<file path="src/rtl/core_pkg.sv">
// Shared decode-stage types: op_t, opcode encodings, instruction field positions
// and the registered execute bundle.
package core_pkg;

  localparam int unsigned CORE_XLEN = 16;

  typedef enum logic [3:0] {
    OP_ADD  = 4'd0,
    OP_SUB  = 4'd1,
    OP_AND  = 4'd2,
    OP_OR   = 4'd3,
    OP_XOR  = 4'd4,
    OP_SLL  = 4'd5,
    OP_SRL  = 4'd6,
    OP_SLT  = 4'd7,
    OP_ADDI = 4'd8,
    OP_LW   = 4'd9,
    OP_SW   = 4'd10,
    OP_BEQ  = 4'd11,
    OP_JAL  = 4'd12,
    OP_NOP  = 4'd13,
    OP_ILL  = 4'd14
  } op_t;

  localparam logic [5:0] OPC_ALU_R = 6'h00;
  localparam logic [5:0] OPC_ADDI  = 6'h01;
  localparam logic [5:0] OPC_LW    = 6'h02;
  localparam logic [5:0] OPC_SW    = 6'h03;
  localparam logic [5:0] OPC_BEQ   = 6'h04;
  localparam logic [5:0] OPC_JAL   = 6'h05;
  localparam logic [5:0] OPC_NOP   = 6'h3F;

  localparam int unsigned OPC_HI   = 31;
  localparam int unsigned OPC_LO   = 26;
  localparam int unsigned RD_HI    = 25;
  localparam int unsigned RD_LO    = 22;
  localparam int unsigned RS1_HI   = 21;
  localparam int unsigned RS1_LO   = 18;
  localparam int unsigned RS2_HI   = 17;
  localparam int unsigned RS2_LO   = 14;
  localparam int unsigned IMM_HI   = 15;
  localparam int unsigned IMM_LO   = 0;
  localparam int unsigned FUNCT_HI = 3;
  localparam int unsigned FUNCT_LO = 0;

  typedef struct packed {
    logic                 valid;
    logic [15:0]          pc;
    op_t                  op;
    logic [3:0]           rd;
    logic                 rd_we;
    logic [CORE_XLEN-1:0] rs1_data;
    logic [CORE_XLEN-1:0] rs2_data;
    logic [CORE_XLEN-1:0] imm;
    logic                 illegal;
  } dec_bundle_t;

endpackage

</file>
<file path="src/rtl/inst_decoder.sv">
// Purely combinational instruction decoder: word -> op, register fields,
// sign-extended immediate, write-enable, source usage and illegal flag.
module inst_decoder
  import core_pkg::*;
#(
  parameter int unsigned XLEN = CORE_XLEN
) (
  input  logic [31:0]     word,
  output op_t             op,
  output logic [3:0]      rd,
  output logic [3:0]      rs1,
  output logic [3:0]      rs2,
  output logic [XLEN-1:0] imm,
  output logic            rd_we,
  output logic            uses_rs1,
  output logic            uses_rs2,
  output logic            illegal
);

  logic [5:0] opcode;
  logic [3:0] funct;
  logic       writes;

  assign opcode = word[OPC_HI:OPC_LO];
  assign funct  = word[FUNCT_HI:FUNCT_LO];
  assign rd     = word[RD_HI:RD_LO];
  assign rs1    = word[RS1_HI:RS1_LO];
  assign rs2    = word[RS2_HI:RS2_LO];
  assign imm    = XLEN'($signed(word[IMM_HI:IMM_LO]));

  always_comb begin
    op       = OP_ILL;
    writes   = 1'b0;
    uses_rs1 = 1'b0;
    uses_rs2 = 1'b0;
    illegal  = 1'b0;
    case (opcode)
      OPC_ALU_R: begin
        if (funct[3]) begin
          illegal = 1'b1;
        end else begin
          op       = op_t'({1'b0, funct[2:0]});
          writes   = 1'b1;
          uses_rs1 = 1'b1;
          uses_rs2 = 1'b1;
        end
      end
      OPC_ADDI: begin
        op       = OP_ADDI;
        writes   = 1'b1;
        uses_rs1 = 1'b1;
      end
      OPC_LW: begin
        op       = OP_LW;
        writes   = 1'b1;
        uses_rs1 = 1'b1;
      end
      OPC_SW: begin
        op       = OP_SW;
        uses_rs1 = 1'b1;
        uses_rs2 = 1'b1;
      end
      OPC_BEQ: begin
        op       = OP_BEQ;
        uses_rs1 = 1'b1;
        uses_rs2 = 1'b1;
      end
      OPC_JAL: begin
        op     = OP_JAL;
        writes = 1'b1;
      end
      OPC_NOP: op = OP_NOP;
      default: illegal = 1'b1;
    endcase
  end

  assign rd_we = writes && (rd != 4'd0);

endmodule

</file>
<file path="src/rtl/decode_stage.sv">
// Decode pipeline stage: hold buffer, wrong-path squash, load-use interlock and
// the registered execute bundle. Define DECODE_LOAD_USE_INTERLOCK_EN for the interlock.
module decode_stage
  import core_pkg::*;
#(
  parameter int unsigned XLEN  = CORE_XLEN,
  parameter int unsigned NREGS = 16
) (
  input  logic                     clk,
  input  logic                     reset,
  input  logic [15:0]              decode_pc,
  input  logic                     decode_valid,
  input  logic [31:0]              inst_rdata,
  input  logic                     branch_taken,
  input  logic                     ex_stall,
  output logic                     decode_stall,
  output logic [$clog2(NREGS)-1:0] rf_raddr1,
  output logic [$clog2(NREGS)-1:0] rf_raddr2,
  input  logic [XLEN-1:0]          rf_rdata1,
  input  logic [XLEN-1:0]          rf_rdata2,
  output logic                     ex_valid,
  output logic [15:0]              ex_pc,
  output logic [3:0]               ex_op,
  output logic [3:0]               ex_rd,
  output logic                     ex_rd_we,
  output logic [XLEN-1:0]          ex_rs1_data,
  output logic [XLEN-1:0]          ex_rs2_data,
  output logic [XLEN-1:0]          ex_imm,
  output logic                     ex_illegal
);

  localparam int unsigned RAW = $clog2(NREGS);

  dec_bundle_t ex_q, ex_d, bundle;
  logic [31:0] hold_q, hold_d;
  logic        hold_v_q, hold_v_d;
  logic        squash_q, squash_d;

  logic [31:0]          inst_word;
  op_t                  dec_op;
  logic [3:0]           dec_rd, dec_rs1, dec_rs2;
  logic [CORE_XLEN-1:0] dec_imm;
  logic                 dec_rd_we, dec_uses_rs1, dec_uses_rs2, dec_illegal;
  logic                 lu_hazard;

  // Fetch has already moved past a stalled instruction, so decode from the held copy.
  assign inst_word = hold_v_q ? hold_q : inst_rdata;

  inst_decoder #(.XLEN(CORE_XLEN)) u_inst_decoder (
    .word     (inst_word),
    .op       (dec_op),
    .rd       (dec_rd),
    .rs1      (dec_rs1),
    .rs2      (dec_rs2),
    .imm      (dec_imm),
    .rd_we    (dec_rd_we),
    .uses_rs1 (dec_uses_rs1),
    .uses_rs2 (dec_uses_rs2),
    .illegal  (dec_illegal)
  );

  assign rf_raddr1 = RAW'(dec_rs1);
  assign rf_raddr2 = RAW'(dec_rs2);

`ifdef DECODE_LOAD_USE_INTERLOCK_EN
  assign lu_hazard = ex_q.valid && (ex_q.op == OP_LW) && ex_q.rd_we &&
                     ((dec_uses_rs1 && (dec_rs1 == ex_q.rd)) ||
                      (dec_uses_rs2 && (dec_rs2 == ex_q.rd)));
`else
  logic unused_hazard_inputs;
  assign unused_hazard_inputs = ^{dec_uses_rs1, dec_uses_rs2};
  assign lu_hazard = 1'b0;
`endif

  assign decode_stall = decode_valid && !squash_q && (ex_stall || lu_hazard) && !branch_taken;

  always_comb begin
    bundle          = '0;
    bundle.valid    = decode_valid && !squash_q;
    bundle.pc       = decode_pc;
    bundle.op       = dec_op;
    bundle.rd       = dec_rd;
    bundle.rd_we    = dec_rd_we;
    bundle.rs1_data = (dec_rs1 == 4'd0) ? '0 : CORE_XLEN'(rf_rdata1);
    bundle.rs2_data = (dec_rs2 == 4'd0) ? '0 : CORE_XLEN'(rf_rdata2);
    bundle.imm      = dec_imm;
    bundle.illegal  = dec_illegal;
  end

  always_comb begin
    ex_d     = ex_q;
    hold_d   = hold_q;
    hold_v_d = hold_v_q;
    squash_d = branch_taken;

    if (branch_taken) begin
      ex_d.valid = 1'b0;
    end else if (ex_stall) begin
      ex_d = ex_q;
    end else if (lu_hazard) begin
      ex_d.valid = 1'b0;
    end else begin
      ex_d = bundle;
    end

    if (branch_taken || !decode_stall) begin
      hold_v_d = 1'b0;
    end else if (!hold_v_q) begin
      hold_d   = inst_rdata;
      hold_v_d = 1'b1;
    end
  end

  always_ff @(posedge clk) begin
    if (reset) begin
      ex_q     <= '0;
      hold_q   <= '0;
      hold_v_q <= 1'b0;
      squash_q <= 1'b0;
    end else begin
      ex_q     <= ex_d;
      hold_q   <= hold_d;
      hold_v_q <= hold_v_d;
      squash_q <= squash_d;
    end
  end

  assign ex_valid    = ex_q.valid;
  assign ex_pc       = ex_q.pc;
  assign ex_op       = ex_q.op;
  assign ex_rd       = ex_q.rd;
  assign ex_rd_we    = ex_q.rd_we;
  assign ex_rs1_data = XLEN'(ex_q.rs1_data);
  assign ex_rs2_data = XLEN'(ex_q.rs2_data);
  assign ex_imm      = XLEN'(ex_q.imm);
  assign ex_illegal  = ex_q.illegal;

endmodule
</file>
<file path="config.mk">
export PLATFORM = sky130hd
export DESIGN_NAME = decode_stage
export DESIGN_NICKNAME = d
export VERILOG_FILES = /design/src/rtl/core_pkg.sv /design/src/rtl/inst_decoder.sv /design/src/rtl/decode_stage.sv
export SDC_FILE = /design/constraint.sdc
export NUM_CORES = 1
export LEC_CHECK = 0
export CAP_MARGIN = 20
export CORE_ASPECT_RATIO = 0.8
export CORE_MARGIN = 2
export CORE_UTILIZATION = 41
export CTS_CLUSTER_DIAMETER = 50
export DETAILED_ROUTE_END_ITERATION = 8
export GPL_TIMING_DRIVEN = 0
export PLACE_DENSITY = 0.78
export SYNTH_ARGS = -nofsm -noshare
export SYNTH_HDL_FRONTEND = slang
export SYNTH_HIERARCHICAL = 1
export SYNTH_SLANG_ARGS = --single-unit
</file>
<file path="constraint.sdc">
create_clock -name clk -period 2.2 [get_ports clk]
set_input_delay 0.33 -clock clk [delete_from_list [all_inputs] [get_ports clk]]
set_output_delay 0.33 -clock clk [all_outputs]
set_load 0.005 [all_outputs]
</file>
# == Yosys cells after proc, flatten, opt, wreduce, memory -nomap -nowiden ==
# Cells that the tools add are included.
# W data, S select, Z words.
# totals
regBits,109
in_bits,85
output_inout_bits,84
word_cells,46
# op_classes
n_eq_ne,6
mux,10
bitwise_logic,2
reduce_logical,16
# ops
cell,n
$mux W16,2
$mux W32,1
$pmux W4 S7,1
$eq A6 B2 Y1 const B,2
$eq A6 B3 Y1 const B,2
$logic_not A4 Y1,2
$eq A6 B1 Y1 const B,1
$eq A6 B6 Y1 const B,1
$logic_not A6 Y1,1
$reduce_or A6 Y1,1
$logic_and A1 B1 Y1,4
$mux W4,1
$pmux W1 S2,2
$reduce_bool A4 Y1,1
$logic_not A1 Y1,3
$mux W1,3
$reduce_or A3 Y1,1
$not A1 Y1,2
$reduce_and A2 Y1,1
$reduce_or A2 Y1,1
$logic_or A1 B1 Y1,1

# == Depth between registers and ports, before layout ==
# logic_depth
word_depth,7
ltp_mapped,9
mapped_depth_nobuf,6

# == Hierarchy ==
# The synthesis kept the hierarchy.
# by_module_without_submodules
mod,instances,cells_per_inst,area_each_um2,seq_area_each_um2
decode_stage,1,477,4461.8,2182.1
inst_decoder,1,60,412.9,0.0

# == Worst setup path before layout ==
# No wires, ideal clock.
# synth_path
path_type,flip-flop to flip-flop
start,register hold_v_q
end,"register ex_q, in the netlist ex_rs2_data[10]"
t_arrival_ps,2050
t_required_ps,2058
setup_slack_ps,8
stages_incl_launch_ff,10
cell_sequence,dfxtp_1 > clkbuf_1 > buf_4 > mux2_2 > buf_4 > or4_4 > buf_6 > buf_12 > nand3_2 > a21oi_2
# synth_between
elab_chain_cells,3
# synth_lines
element,line_no,rtl
"start, declared",decode_stage.sv:36,"logic hold_v_q, hold_v_d;"
"start signal, assigned",decode_stage.sv:123,hold_v_q <= hold_v_d;
$mux W32,n/a,
net inst_word[15],decode_stage.sv:39,logic [31:0] inst_word;
$logic_not A4 Y1,decode_stage.sv:85,bundle.rs2_data = (dec_rs2 == 4'd0) ? '0 : CORE_XLEN'(rf_rdata2);
$mux W16,decode_stage.sv:85,
"end signal, assigned",decode_stage.sv:116,ex_q <= '0;
"end signal, assigned",decode_stage.sv:121,ex_q <= ex_d;
"end, declared",decode_stage.sv:34,"dec_bundle_t ex_q, ex_d, bundle;"
# The timed path passes the listed nets, and every way through them passes these cells.
# A chain may end at the register's enable or synchronous reset.

# == Worst setup path in the final report ==
# layout_path
start,register hold_v_q
end,output port rf_raddr2[0]
# layout_between
elab_chain_cells,1
# layout_lines
element,line_no,rtl
$mux W32,n/a,
"end, declared",decode_stage.sv:18,"output logic [$clog2(NREGS)-1:0] rf_raddr2,"
# Every way passes these cells.

==> impl_metrics.toml <==
[cells_and_area]
stdcell_area_um2 = 6990
area_delta_synth_final_pct = 44.3
fin_util = 0.607
drive_gt1_frac = 0.202
n_antenna_cell = 0
fin_cells = 861
final_nets = 794

[worst_setup_path]
crit_required_ns = 1.87
worstPathArrival_ns = 1.81
rr_worst_depth = 8
cp_cell_sequence = "buf_8 -> mux2_2 -> buf_4 -> clkdlybuf4s50_1"
startpoint_type = "register"
cp-end-kind = "primary output"
critPathKind = "register to primary output"
reg2reg_to = "ex_rs1_data[11]"
cp_slowest_cell = "clkdlybuf4s50_1"
crit_fanout = 7
cpPeakStageDelay_ns = 0.43
r2r_slack_ns = 0.06
reg2reg_from = "hold_v_q"
critPathLaunch = "hold_v_q"

[placement]
place_hpwl_um = 9930
gp_congestion = 0.767
placed_area_um2 = 6700
dp.cells = 847
portBuffers = 167

[route]
post_drt_wl_per_cell_um = 15.1
remaining_drc_errors = 0
drtIter0Drc = 138
dr.pass1.iters = 4
viasPerCell = 4.89
routed_wl_um = 13000
ant_nets = 0
via_count = 4206

[pwr]
p_switching_uw = 1090
pwr-share-comb = 0.166
p_seq_frac = 0.484
vdd_drop_max_mv = 0.328
p_leak_uw = 0.00252
sw_frac_of_total = 0.251
power_density_nw_per_um2 = 620
power.internal_uw = 3250
p_clk_frac = 0.350
total_power_uw = 4330

[clock_tree]
clk_latency_ns = 0.35
htreeDepth = 3
path_clk_slew_ns = 0.07
cts_made_buffers = 9
cts_tree = "built"
postCtsHoldBufs = 0
cts-root-buf = "clkbuf_16"
cts.sinks = 109
cts_max_path_buffers = 2

[outcome]
status = "complete, no violations"

[synthesis]
synth_cells = 532
synth_nets = 617
synth_warnings = 6
synth_area_um2 = 4850
syn_area_per_cell_um2 = 9.11

[timing]
fin_skew_ns = 0.00740
clock.fmax_ghz = 0.468
slew_headroom = 0.548
rsz0062_at_grt = "no"
drv_slew = 0
min_period_over_period = 0.972
setup_viol = 0
hold_violations = 0
hold-worst-slack_ns = 0.371
tightestPinTransition_ns = 0.678
fin_crit_ns = 2.14

[run]
cap_violations = 0

[die]
initial_core_util = 0.421
die_height_um = 101
fp.dieArea_um2 = 12700
row_count = 35
die_w_um = 126
io_pins = 169
core_um2 = 11500

[grt]
grt_max_degree = 19
grt_pass1_vias = 4219
antenna_found_initial = 0
grt.total_usage = 0.201
grt_pass1_wl_um = 20600
gr-total-overflow = 0

[min_path]
hold_end = "ex_valid"
hp-class = "primary input to register"
min_from = "branch_taken"
whs_path_depth = 2
stage by stage:
step	setup slack, ns	TNS [ns]
after floorplan	0.00805	0
after global placement	-0.156	-3.09
after CTS	0.00283	0
after global routing	0.000107	0
after detailed placement	-0.185	-3.71
final	0.0626	0
metal layers:
layer,share of wire,vias to the layer above,global-route usage
li1,-,2105,-
met1,0.45,1957,0.252
met2,0.47,127,0.338
met3,0.067,17,0.0592
met4,0.017,0,0.0615
met5,0,-,0
state kept, by name, summed over array words and instances (netlist names):
name / count
ex_op: 4
ex_valid: 1
ex_imm: 16
hold_v_q: 1
ex_illegal: 1
squash_q: 1
ex_rd_we: 1
ex_rd: 4
hold_q: 32
ex_rs1_data: 16
ex_pc: 16
ex_rs2_data: 16
power by group through the flow:
stage	Sequential, uW	Clock [uW]	Combinational, uW
after CTS	2100	1550	726
after detailed placement	2140	0	723
after global routing	2100	1620	781
after global placement	2140	0	709
final	2100	1520	719
after floorplan	2140	0	339
how the worst max path moves through the flow:
| stage | to | slack [ns] | depth (start not counted) |
|---|---|---|---|
| 2_1_floorplan | ex_rs2_data[10] | 0.008 | 9 |
| 3_3_place_gp | ex_rs2_data[14] | -0.16 | 9 |
| 3_5_place_dp | ex_rs2_data[13] | -0.18 | 9 |
| 4_1_cts | decode_stall | 0.003 | 5 |
| 5_1_grt | rf_raddr1[1] | 0.0001 | 4 |
| 6_report | rf_raddr2[0] | 0.06 | 4 |
area by class of cell:
class	count	area, um2
clock buffers	9	225
flip-flops and latches	109	2190
plain buffers	67	482
inverters	2	7.51
clock inverters	6	51.3
repair buffers	168	1680
fillers	972	4530
multi-input cells	352	2180
well taps	148	185
timing repair:
| action | 4_1_cts | 5_1_grt |
|---|---|---|
| endpoints found under the hold margin | 0 | 0 |
| setup endpoints to repair | 41 | 19 |
| resized for setup | 8 | 2 |
| pin swaps | 1 | 0 |
| setup buffers | 0 | 1 |
critical path: cells and delay by family (launching register included):
family | cells | cell delay, ns
mux | 1 | 0.36
flops | 1 | 0.39
buf+inv | 3 | 0.71
layout by cell type (no fill, tap or decap), types with 2 or more instances in the layout:
cell and count:
buf_2 14, dlygate4sd2_1 2, or2_2 3, clkdlybuf4s50_1 165, clkinv_4 5, a21oi_1 56
nor3_1 2, nor2_1 33, buf_8 2, dfxtp_1 108, clkbuf_1 11, buf_6 5
inv_1 2, mux2_2 24, o21ai_0 2, buf_4 33, mux2_1 8, buf_12 2
mux2i_1 32, nand2_1 121, nor2b_1 2, nand3_1 14, clkbuf_16 9, or4_4 2
a21oi_2 20, nand3_2 20
No activity file was read; power rests on OpenSTA's default activity.
